==> src/rtl/fround_pipe.sv <==
// fround_pipe: two-stage float rounding (floor/ceil/trunc/RNE) with valid/ready and tag.
// S1 decodes, masks and decides the increment; S2 adds and packs.
// Ports: clk, reset (async, active-low)
//        op_valid/op_ready/op/mode/op_tag                    operand side
//        result_valid/result_ready/result/result_tag         result side
// Optional macro FROUND_FLAGS_EN adds result_inexact and result_invalid,
// and quiets signalling NaNs.
module fround_pipe #(
  parameter int EXP_W  = 8,
  parameter int FRAC_W = 23,
  parameter int TAG_W  = 4
) (
  input  logic                    clk,
  input  logic                    reset,
  input  logic                    op_valid,
  output logic                    op_ready,
  input  logic [EXP_W+FRAC_W:0]   op,
  input  logic [1:0]              mode,
  input  logic [TAG_W-1:0]        op_tag,
  output logic                    result_valid,
  input  logic                    result_ready,
  output logic [EXP_W+FRAC_W:0]   result,
  output logic [TAG_W-1:0]        result_tag
`ifdef FROUND_FLAGS_EN
  ,
  output logic                    result_inexact,
  output logic                    result_invalid
`endif
);

  localparam int F  = EXP_W + FRAC_W;
  localparam int EW = EXP_W + 2;
  localparam logic [EXP_W-1:0] BIAS =
    EXP_W'((1 << (EXP_W - 1)) - 1);
  localparam logic signed [EW-1:0] FW = EW'(FRAC_W);

  logic             in_sign;
  logic [EXP_W-1:0] in_exp;
  logic [FRAC_W-1:0] in_frac;

  assign in_sign = op[F];
  assign in_exp  = op[F-1:FRAC_W];
  assign in_frac = op[FRAC_W-1:0];

  logic signed [EW-1:0] e;
  logic [EW-1:0]        k;

  assign e = $signed({2'b00, in_exp})
           - $signed({2'b00, BIAS});
  assign k = EW'(FW - e);

  // One-hot views of the k fractional bits:
  // m = [k-1:0], gk = guard bit, sk = sticky bits, lk = bit k
  logic [FRAC_W:0] m, gk, sk, lk, fx;

  assign m  = ~({(FRAC_W+1){1'b1}} << k);
  assign gk = m ^ (m >> 1);
  assign sk = m >> 1;
  assign lk = {m[FRAC_W-1:0], 1'b1} ^ m;
  assign fx = {1'b1, in_frac};

  logic inexact, guard, sticky, lsb;

  assign inexact = |(fx & m);
  assign guard   = |(fx & gk);
  assign sticky  = |(fx & sk);
  assign lsb     = |(fx & lk);

  logic is_fl, is_ce, is_tr, is_rn;

  assign is_fl = (mode == 2'b00);
  assign is_ce = (mode == 2'b01);
  assign is_tr = (mode == 2'b10);
  assign is_rn = (mode == 2'b11);

  logic inc, up1;

  always_comb begin
    inc = 1'b0;
    up1 = 1'b0;
    unique case (1'b1)
      is_fl: begin
        inc = in_sign & inexact;
        up1 = in_sign;
      end
      is_ce: begin
        inc = ~in_sign & inexact;
        up1 = ~in_sign;
      end
      is_tr: ;
      is_rn: begin
        inc = guard & (sticky | lsb);
        up1 = (&e) & (|in_frac);
      end
      default: ;
    endcase
  end

  logic c_nan, c_zero, c_pass, c_small;

  assign c_nan   = &in_exp;
  assign c_zero  = ~|in_exp;
  assign c_pass  = (e >= FW) & ~c_nan;
  assign c_small = e[EW-1] & ~c_zero;

  logic [F-1:0] d_field, d_add;
`ifdef FROUND_FLAGS_EN
  logic d_inx, d_inv;
`endif

  always_comb begin
    d_field = {in_exp, in_frac};
    d_add   = '0;
`ifdef FROUND_FLAGS_EN
    d_inx   = 1'b0;
    d_inv   = 1'b0;
`endif
    unique case (1'b1)
      c_nan: begin
`ifdef FROUND_FLAGS_EN
        if (|in_frac && !in_frac[FRAC_W-1]) begin
          d_inv = 1'b1;
          d_field[FRAC_W-1] = 1'b1;
        end
`endif
      end
      c_zero: begin
        d_field = '0;
`ifdef FROUND_FLAGS_EN
        d_inx = |in_frac;
`endif
      end
      c_pass: ;
      c_small: begin
        d_field = up1 ? {BIAS, {FRAC_W{1'b0}}} : '0;
`ifdef FROUND_FLAGS_EN
        d_inx = 1'b1;
`endif
      end
      default: begin
        d_field = {in_exp, in_frac & ~m[FRAC_W-1:0]};
        d_add   = inc ? F'(lk) : '0;
`ifdef FROUND_FLAGS_EN
        d_inx   = inexact;
`endif
      end
    endcase
  end

  logic             s1_valid, s1_sign;
  logic [F-1:0]     s1_field, s1_add;
  logic [TAG_W-1:0] s1_tag;
`ifdef FROUND_FLAGS_EN
  logic             s1_inx, s1_inv;
`endif

  logic s2_free;

  assign s2_free  = !result_valid || result_ready;
  assign op_ready = !s1_valid || s2_free;

  always_ff @(posedge clk or negedge reset) begin
    if (!reset) begin
      s1_valid <= 1'b0;
      s1_sign  <= 1'b0;
      s1_field <= '0;
      s1_add   <= '0;
      s1_tag   <= '0;
`ifdef FROUND_FLAGS_EN
      s1_inx   <= 1'b0;
      s1_inv   <= 1'b0;
`endif
    end else if (op_ready) begin
      s1_valid <= op_valid;
      if (op_valid) begin
        s1_sign  <= in_sign;
        s1_field <= d_field;
        s1_add   <= d_add;
        s1_tag   <= op_tag;
`ifdef FROUND_FLAGS_EN
        s1_inx   <= d_inx;
        s1_inv   <= d_inv;
`endif
      end
    end
  end

  // e < FRAC_W guarantees the sum never leaves the F-bit field
  always_ff @(posedge clk or negedge reset) begin
    if (!reset) begin
      result_valid <= 1'b0;
      result       <= '0;
      result_tag   <= '0;
`ifdef FROUND_FLAGS_EN
      result_inexact <= 1'b0;
      result_invalid <= 1'b0;
`endif
    end else if (s2_free) begin
      result_valid <= s1_valid;
      if (s1_valid) begin
        result     <= {s1_sign, s1_field + s1_add};
        result_tag <= s1_tag;
`ifdef FROUND_FLAGS_EN
        result_inexact <= s1_inx;
        result_invalid <= s1_inv;
`endif
      end
    end
  end

endmodule
==> config.mk <==
export PLATFORM = sky130hd
export DESIGN_NAME = fround_pipe
export DESIGN_NICKNAME = d
export VERILOG_FILES = /design/src/rtl/fround_pipe.sv
export SDC_FILE = /design/constraint.sdc
export NUM_CORES = 1
export LEC_CHECK = 0
export CAP_MARGIN = 15
export CELL_PAD_IN_SITES_DETAIL_PLACEMENT = 1
export CELL_PAD_IN_SITES_GLOBAL_PLACEMENT = 2
export CORE_MARGIN = 3
export CORE_UTILIZATION = 37
export CTS_CLUSTER_DIAMETER = 100
export DETAILED_ROUTE_END_ITERATION = 10
export GPL_ROUTABILITY_DRIVEN = 0
export HOLD_SLACK_MARGIN = 0.08
export PLACE_DENSITY = 0.95
export SYNTH_ARGS = -nofsm -noshare
export SYNTH_HDL_FRONTEND = slang
export SYNTH_SLANG_ARGS = --single-unit
==> constraint.sdc <==
create_clock -name clk -period 5.87 [get_ports clk]
set_input_delay 0.587 -clock clk [delete_from_list [all_inputs] [get_ports clk]]
set_output_delay 0.587 -clock clk [all_outputs]
set_load 0.02 [all_outputs]
### Word level (Yosys, flattened, before mapping)

Cells that the tools add are included.

* output and inout bits: 38
* flip-flop bits (word level): 105
* word-level logic and storage cells: 57

* multiplexer cells: 6
* add/subtract/negate cells: 3
* bitwise gates (word level): 18
* equality and inequality tests: 2
* shift-type cells: 1
* reduce and logical (&&, ||, !) cells: 18
* $lt $le $gt $ge: 1

Operators with widths (number)
* $reduce_or 24->1: 4
* $pmux 31 s3: 1
* $and 24x24->24: 3
* $mux 24: 2
* $add 31x31->31: 1
* $mux 30: 1
* $and 24x23->24: 1
* $not 24->24: 1
* $shl 24x10->24 const A: 1
* $xor 24x23->24: 1
* $xor 24x24->24: 1
* $and 23x23->23: 1
* $not 23->23: 1
* $reduce_or 23->1: 1
* $reduce_and 10->1: 1
* $sub 6x9->10 const A: 1
* $ge 9x6->1 const B: 1
* $sub 8x7->9 const B: 1
* $reduce_and 8->1: 1
* $reduce_or 8->1: 1
* $and 1x1->1: 6
* $pmux 1 s3: 2
* $reduce_and 2->1: 2
* $reduce_or 4->1: 1
* other kinds (8): 12

### Depth between registers and ports, before layout

* word-level depth: 12
* gate-level depth with buffers: 20

### Worst setup path before layout

Ideal clock, no wire load.

* path type: in2reg
* from: input port op[23]
* to: register s1_add[13]
* stages: 18
* library setup time: 121 ps
* path buffers: 5
* arrival time: 4632 ps
* slack: 1117 ps
* cell sequence: clkbuf_1 -> nand3_1 -> xnor2_1 -> clkbuf_1 -> clkbuf_1 -> ha_1 -> nor4b_1 -> o311a_4 -> a2111oi_4 -> nand4_2 -> o31ai_1 -> o211ai_2 -> nor4_1 -> a2111oi_1 -> or2_1 -> buf_6 -> buf_12 -> a32o_2

* cells in the longest elaborated chain, start to end: 12
* elaborated cells on any way between the ends: 29

Ends and longest elaborated chain
* start, declared: RTL line 17 `input logic [EXP_W+FRAC_W:0] op,`
* $sub 8x7->9: RTL line 49 `- $signed({2'b00, BIAS});`
* $sub 6x9->10: RTL line 50 `assign k = EW'(FW - e);`
* $shl 24x10->24: RTL line 56 `assign m = ~({(FRAC_W+1){1'b1}} << k);`
* $not 24->24: RTL line 56
* $xor 24x24->24: RTL line 59 `assign lk = {m[FRAC_W-1:0], 1'b1} ^ m;`
* $and 24x24->24: RTL line 67 `assign lsb = |(fx & lk);`
* $reduce_or 24->1: RTL line 67
* $or 1x1->1: RTL line 92 `inc = guard & (sticky | lsb);`
* $and 1x1->1: RTL line 92
* $pmux 1 s3: RTL line 81 `unique case (1'b1)`
* $mux 24: RTL line 142 `d_add = inc ? F'(lk) : '0;`
* $mux 24 (*): RTL line 118 `unique case (1'b1)`
* end signal, assigned: RTL line 167 `s1_add <= '0;`
* end signal, assigned: RTL line 178 `s1_add <= d_add;`
* end, declared: RTL line 151 `logic [F-1:0] s1_field, s1_add;`

Every way passes the cells marked *; elsewhere a longest branch is shown, timed or not.
A chain may end at the register's enable or synchronous reset.

### Worst setup path after layout

* from: input port op[23]
* to: register s1_add[4]

Same word-level chain as after synthesis.

==> run summary <==
Top flip-flop cell by instance count after synthesis: sky130_fd_sc_hd__dfrtp_1. The post-synthesis area per instance came out at 8.55 um2. Clock sink count: 98. The flow ran to the end, and the final reports show no timing, DRC or antenna violations. In this run the static leakage power is 3.53 nW.

The number of nets at the end of the flow was 944; the top achievable clock speed was 191 MHz. For this run, the number of Yosys warnings is 0. The effective utilization at floorplan came out at 0.381.

Area of the core: 18100 um2. The via count of the first global-routing pass is 6667, and the number of vias in the routed layout is 6614. For this run the aggregate overflow at the end of global routing stands at 0. The count of nets left with antenna violations once routing finished came out at 0. The logs give 20300 um2 for the area of the die and 2 for the maximum count of clock buffers along a single path. The kind of capture point of the worst setup path is a register.

The floorplan has 49 rows. For this run, the detailed router's first-pass iteration total came to 5. The clock period could shrink to 5240 ps. The slack of the critical path was 628 ps.

The number of remaining DRC errors is 0, and the count of unique library cells instantiated by Yosys is 89. For the pin with the worst max-slew slack, the measured transition is 932 ps. The later pin in the worst-skew pair is clocked with a latency of 340 ps.

After detailed routing, the average wire length per cell comes to 20.7 um. At the worst endpoint, the arrival time is 5510 ps. The overall power after layout was 0.00194 W.

The first global-routing pass estimated 36.8 mm of wire. The tools report the pin count of the biggest net entering global routing as 74. The count of max-cap constraint violations came out at 0.

Clock skew on the completed layout was measured at 9.66 ps. The cell area that synthesis handed to floorplanning was 6910 um2. Hold timing on the final database bottoms out at a slack of 152 ps. Nature of the critical path startpoint: a primary input. Pin placement for this block handled 80 I/O pins. The vias per cell was 5.99.

In the synthesized netlist, the cells that appear most often are sky130_fd_sc_hd__nand2_1, sky130_fd_sc_hd__dfrtp_1, sky130_fd_sc_hd__o21ai_0. The post-placement worst setup slack came out at 340 ps. The final layout contains routed wiring with a total length of 22.8 mm. The tools report the worst max-slew margin expressed relative to the limit as 0.379. The share of cells above drive strength 1 was 0.0902; the die outline width was 143 um. The number of clock buffers added by TritonCTS is 9.

0 antenna diodes ended up in the layout. Hold repair after CTS inserted 0 buffers. IR analysis of the VDD net gives a maximum drop of 0.110 mV. The final design utilization was 0.448. The number of buffers inserted by port buffering is 79. The leading area contributor after synthesis is sky130_fd_sc_hd__dfrtp_1. The final hold violation count was 0. The highest fanout seen on the critical path was 18; the post-cts sizing count was 0.

The final total negative setup slack is 0 ps. The tightest min-delay check is of the in -> async type. For the number of slew-limit violations in the final report, the log shows 0. The share of flip-flops with an asynchronous set or reset is 1.00, and the proportion of synthesized chip area in sequential cells is 0.355. Sorting the synthesized cells by area gives the leading types as sky130_fd_sc_hd__dfrtp_1, sky130_fd_sc_hd__nand2_1, sky130_fd_sc_hd__o21ai_0. Buffers added to address setup during post-CTS repair amount to 0. The portion of the clock cycle consumed by the worst path in the final layout came out at 0.893. The initial antenna violation count was 1.

The critical path is of the in -> reg type. The H-tree was split into 3 levels. Synthesis handed over a netlist of 808 instances. The wire-length estimate of the detail-placed layout is 17.1 mm. Setup violations remaining at the end of the flow were counted as 0.

TritonCTS built the clock tree. The areal power density over the cells came out at 238 nW/um2. Most used standard cell by instance count after synthesis: sky130_fd_sc_hd__nand2_1. The die is 143 um tall.

Clock tree synthesis selected as its root buffer the cell sky130_fd_sc_hd__clkbuf_16. Total of flip-flops plus latches after synthesis: 98. The area share of the largest cell type after synthesis works out to 0.355. The number of nets handed over by synthesis was 881.

The run gives 554 as the starting DRC count in detailed routing. Clock-pin slew was measured on the worst setup and hold paths at 70 ps. The count of flip-flops with a built-in enable after synthesis was 0; the depth of the worst register-to-register path was 12.

For the worst setup path, the data required time is 6140 ps. Setup repair after global routing left no endpoint under its margin. Relative to the synthesized area, the layout overhead comes to 17.7%. For the total global routing track utilization, the log shows 0.226.
[logic make-up after synthesis]
group,count (synthesis),share of synthesized area
mux,10,0.0159
flops,98,0.355
xor+xnor,33,0.0440
buf+inv,67,0.0565
simple gates,322,0.223
fa+ha+maj,31,0.0572
compound gates,247,0.248
[report_power, final]
group | total, W | switching (W) | internal, W
Clock | 0.000593 | 0.000262 | 0.000331
Combinational | 0.000564 | 0.000343 | 0.000221
Sequential | 0.000783 | 0.0000428 | 0.000740
Total | 0.00194 | 0.000647 | 0.00129
[area by class of cell]
cell class              instances  area, um2
clock buffers                  10        229
clock inverters                 6       67.6
fillers                      2196      10000
inverters                      18       67.6
multi-input cells             643       4080
flip-flops and latches         98       2450
well taps                     229        287
repair buffers                101        953
[per-layer routing]
layer,global-route usage,share of wire
met5,0,0.00057
met4,0.0745,0.027
met3,0.0325,0.064
met2,0.356,0.45
met1,0.319,0.46
[placed cells by master (no fill, tap or decap), types with 20 or more instances in the layout]
| cell | n |
|---|---|
| sky130_fd_sc_hd__a21oi_1 | 37 |
| sky130_fd_sc_hd__buf_4 | 23 |
| sky130_fd_sc_hd__clkdlybuf4s50_1 | 78 |
| sky130_fd_sc_hd__dfrtp_1 | 98 |
| sky130_fd_sc_hd__ha_1 | 30 |
| sky130_fd_sc_hd__nand2_1 | 135 |
| sky130_fd_sc_hd__nand3_1 | 34 |
| sky130_fd_sc_hd__nor2_1 | 49 |
| sky130_fd_sc_hd__nor3_1 | 20 |
| sky130_fd_sc_hd__o21ai_0 | 85 |
[through the flow]
| step | cell area, um2 | cells |
|---|---|---|
| after detailed placement | 7840 | 1089 |
| after global routing | 8140 | 1105 |
| after floorplan | 6910 | 808 |
| final | 8140 | 1105 |
| after global placement | 7840 | 1089 |
| after CTS | 8140 | 1105 |
[path summary, 6_finish.rpt]
kind / start / end / slack [ps]
hold reg to reg: s1_tag[2] / s1_tag[2] / 480
min in group clk: s1_tag[2] / s1_tag[2] / 480
hold / removal: reset / result_valid / 150
setup reg to reg: s1_field[1] / result[27] / 2540
max in group asynchronous: reset / s1_add[7] / 4460
setup / recovery: op[23] / s1_add[4] / 630
[sequential cells by signal, summed over array words and instances, names as in the netlist]
| signal | cells |
|---|---|
| s1_valid | 1 |
| result_tag | 4 |
| s1_field | 31 |
| result_valid | 1 |
| s1_sign | 1 |
| s1_add | 24 |
| s1_tag | 4 |
| result | 32 |
[critical path, stage by stage]
cell,delay [ps]
sky130_fd_sc_hd__clkdlybuf4s50_1,480
sky130_fd_sc_hd__ha_1,330
sky130_fd_sc_hd__nand3_1,270
sky130_fd_sc_hd__xnor2_1,290
sky130_fd_sc_hd__ha_1,300
sky130_fd_sc_hd__nor4b_1,100
sky130_fd_sc_hd__o311a_4,330
sky130_fd_sc_hd__a2111oi_4,400
sky130_fd_sc_hd__nand3_2,340
sky130_fd_sc_hd__or4b_1,580
sky130_fd_sc_hd__o211ai_2,70
sky130_fd_sc_hd__nor4_1,70
sky130_fd_sc_hd__a2111oi_1,480
sky130_fd_sc_hd__or2_1,610
sky130_fd_sc_hd__a32o_1,280
(Power assumes the default switching activity.)
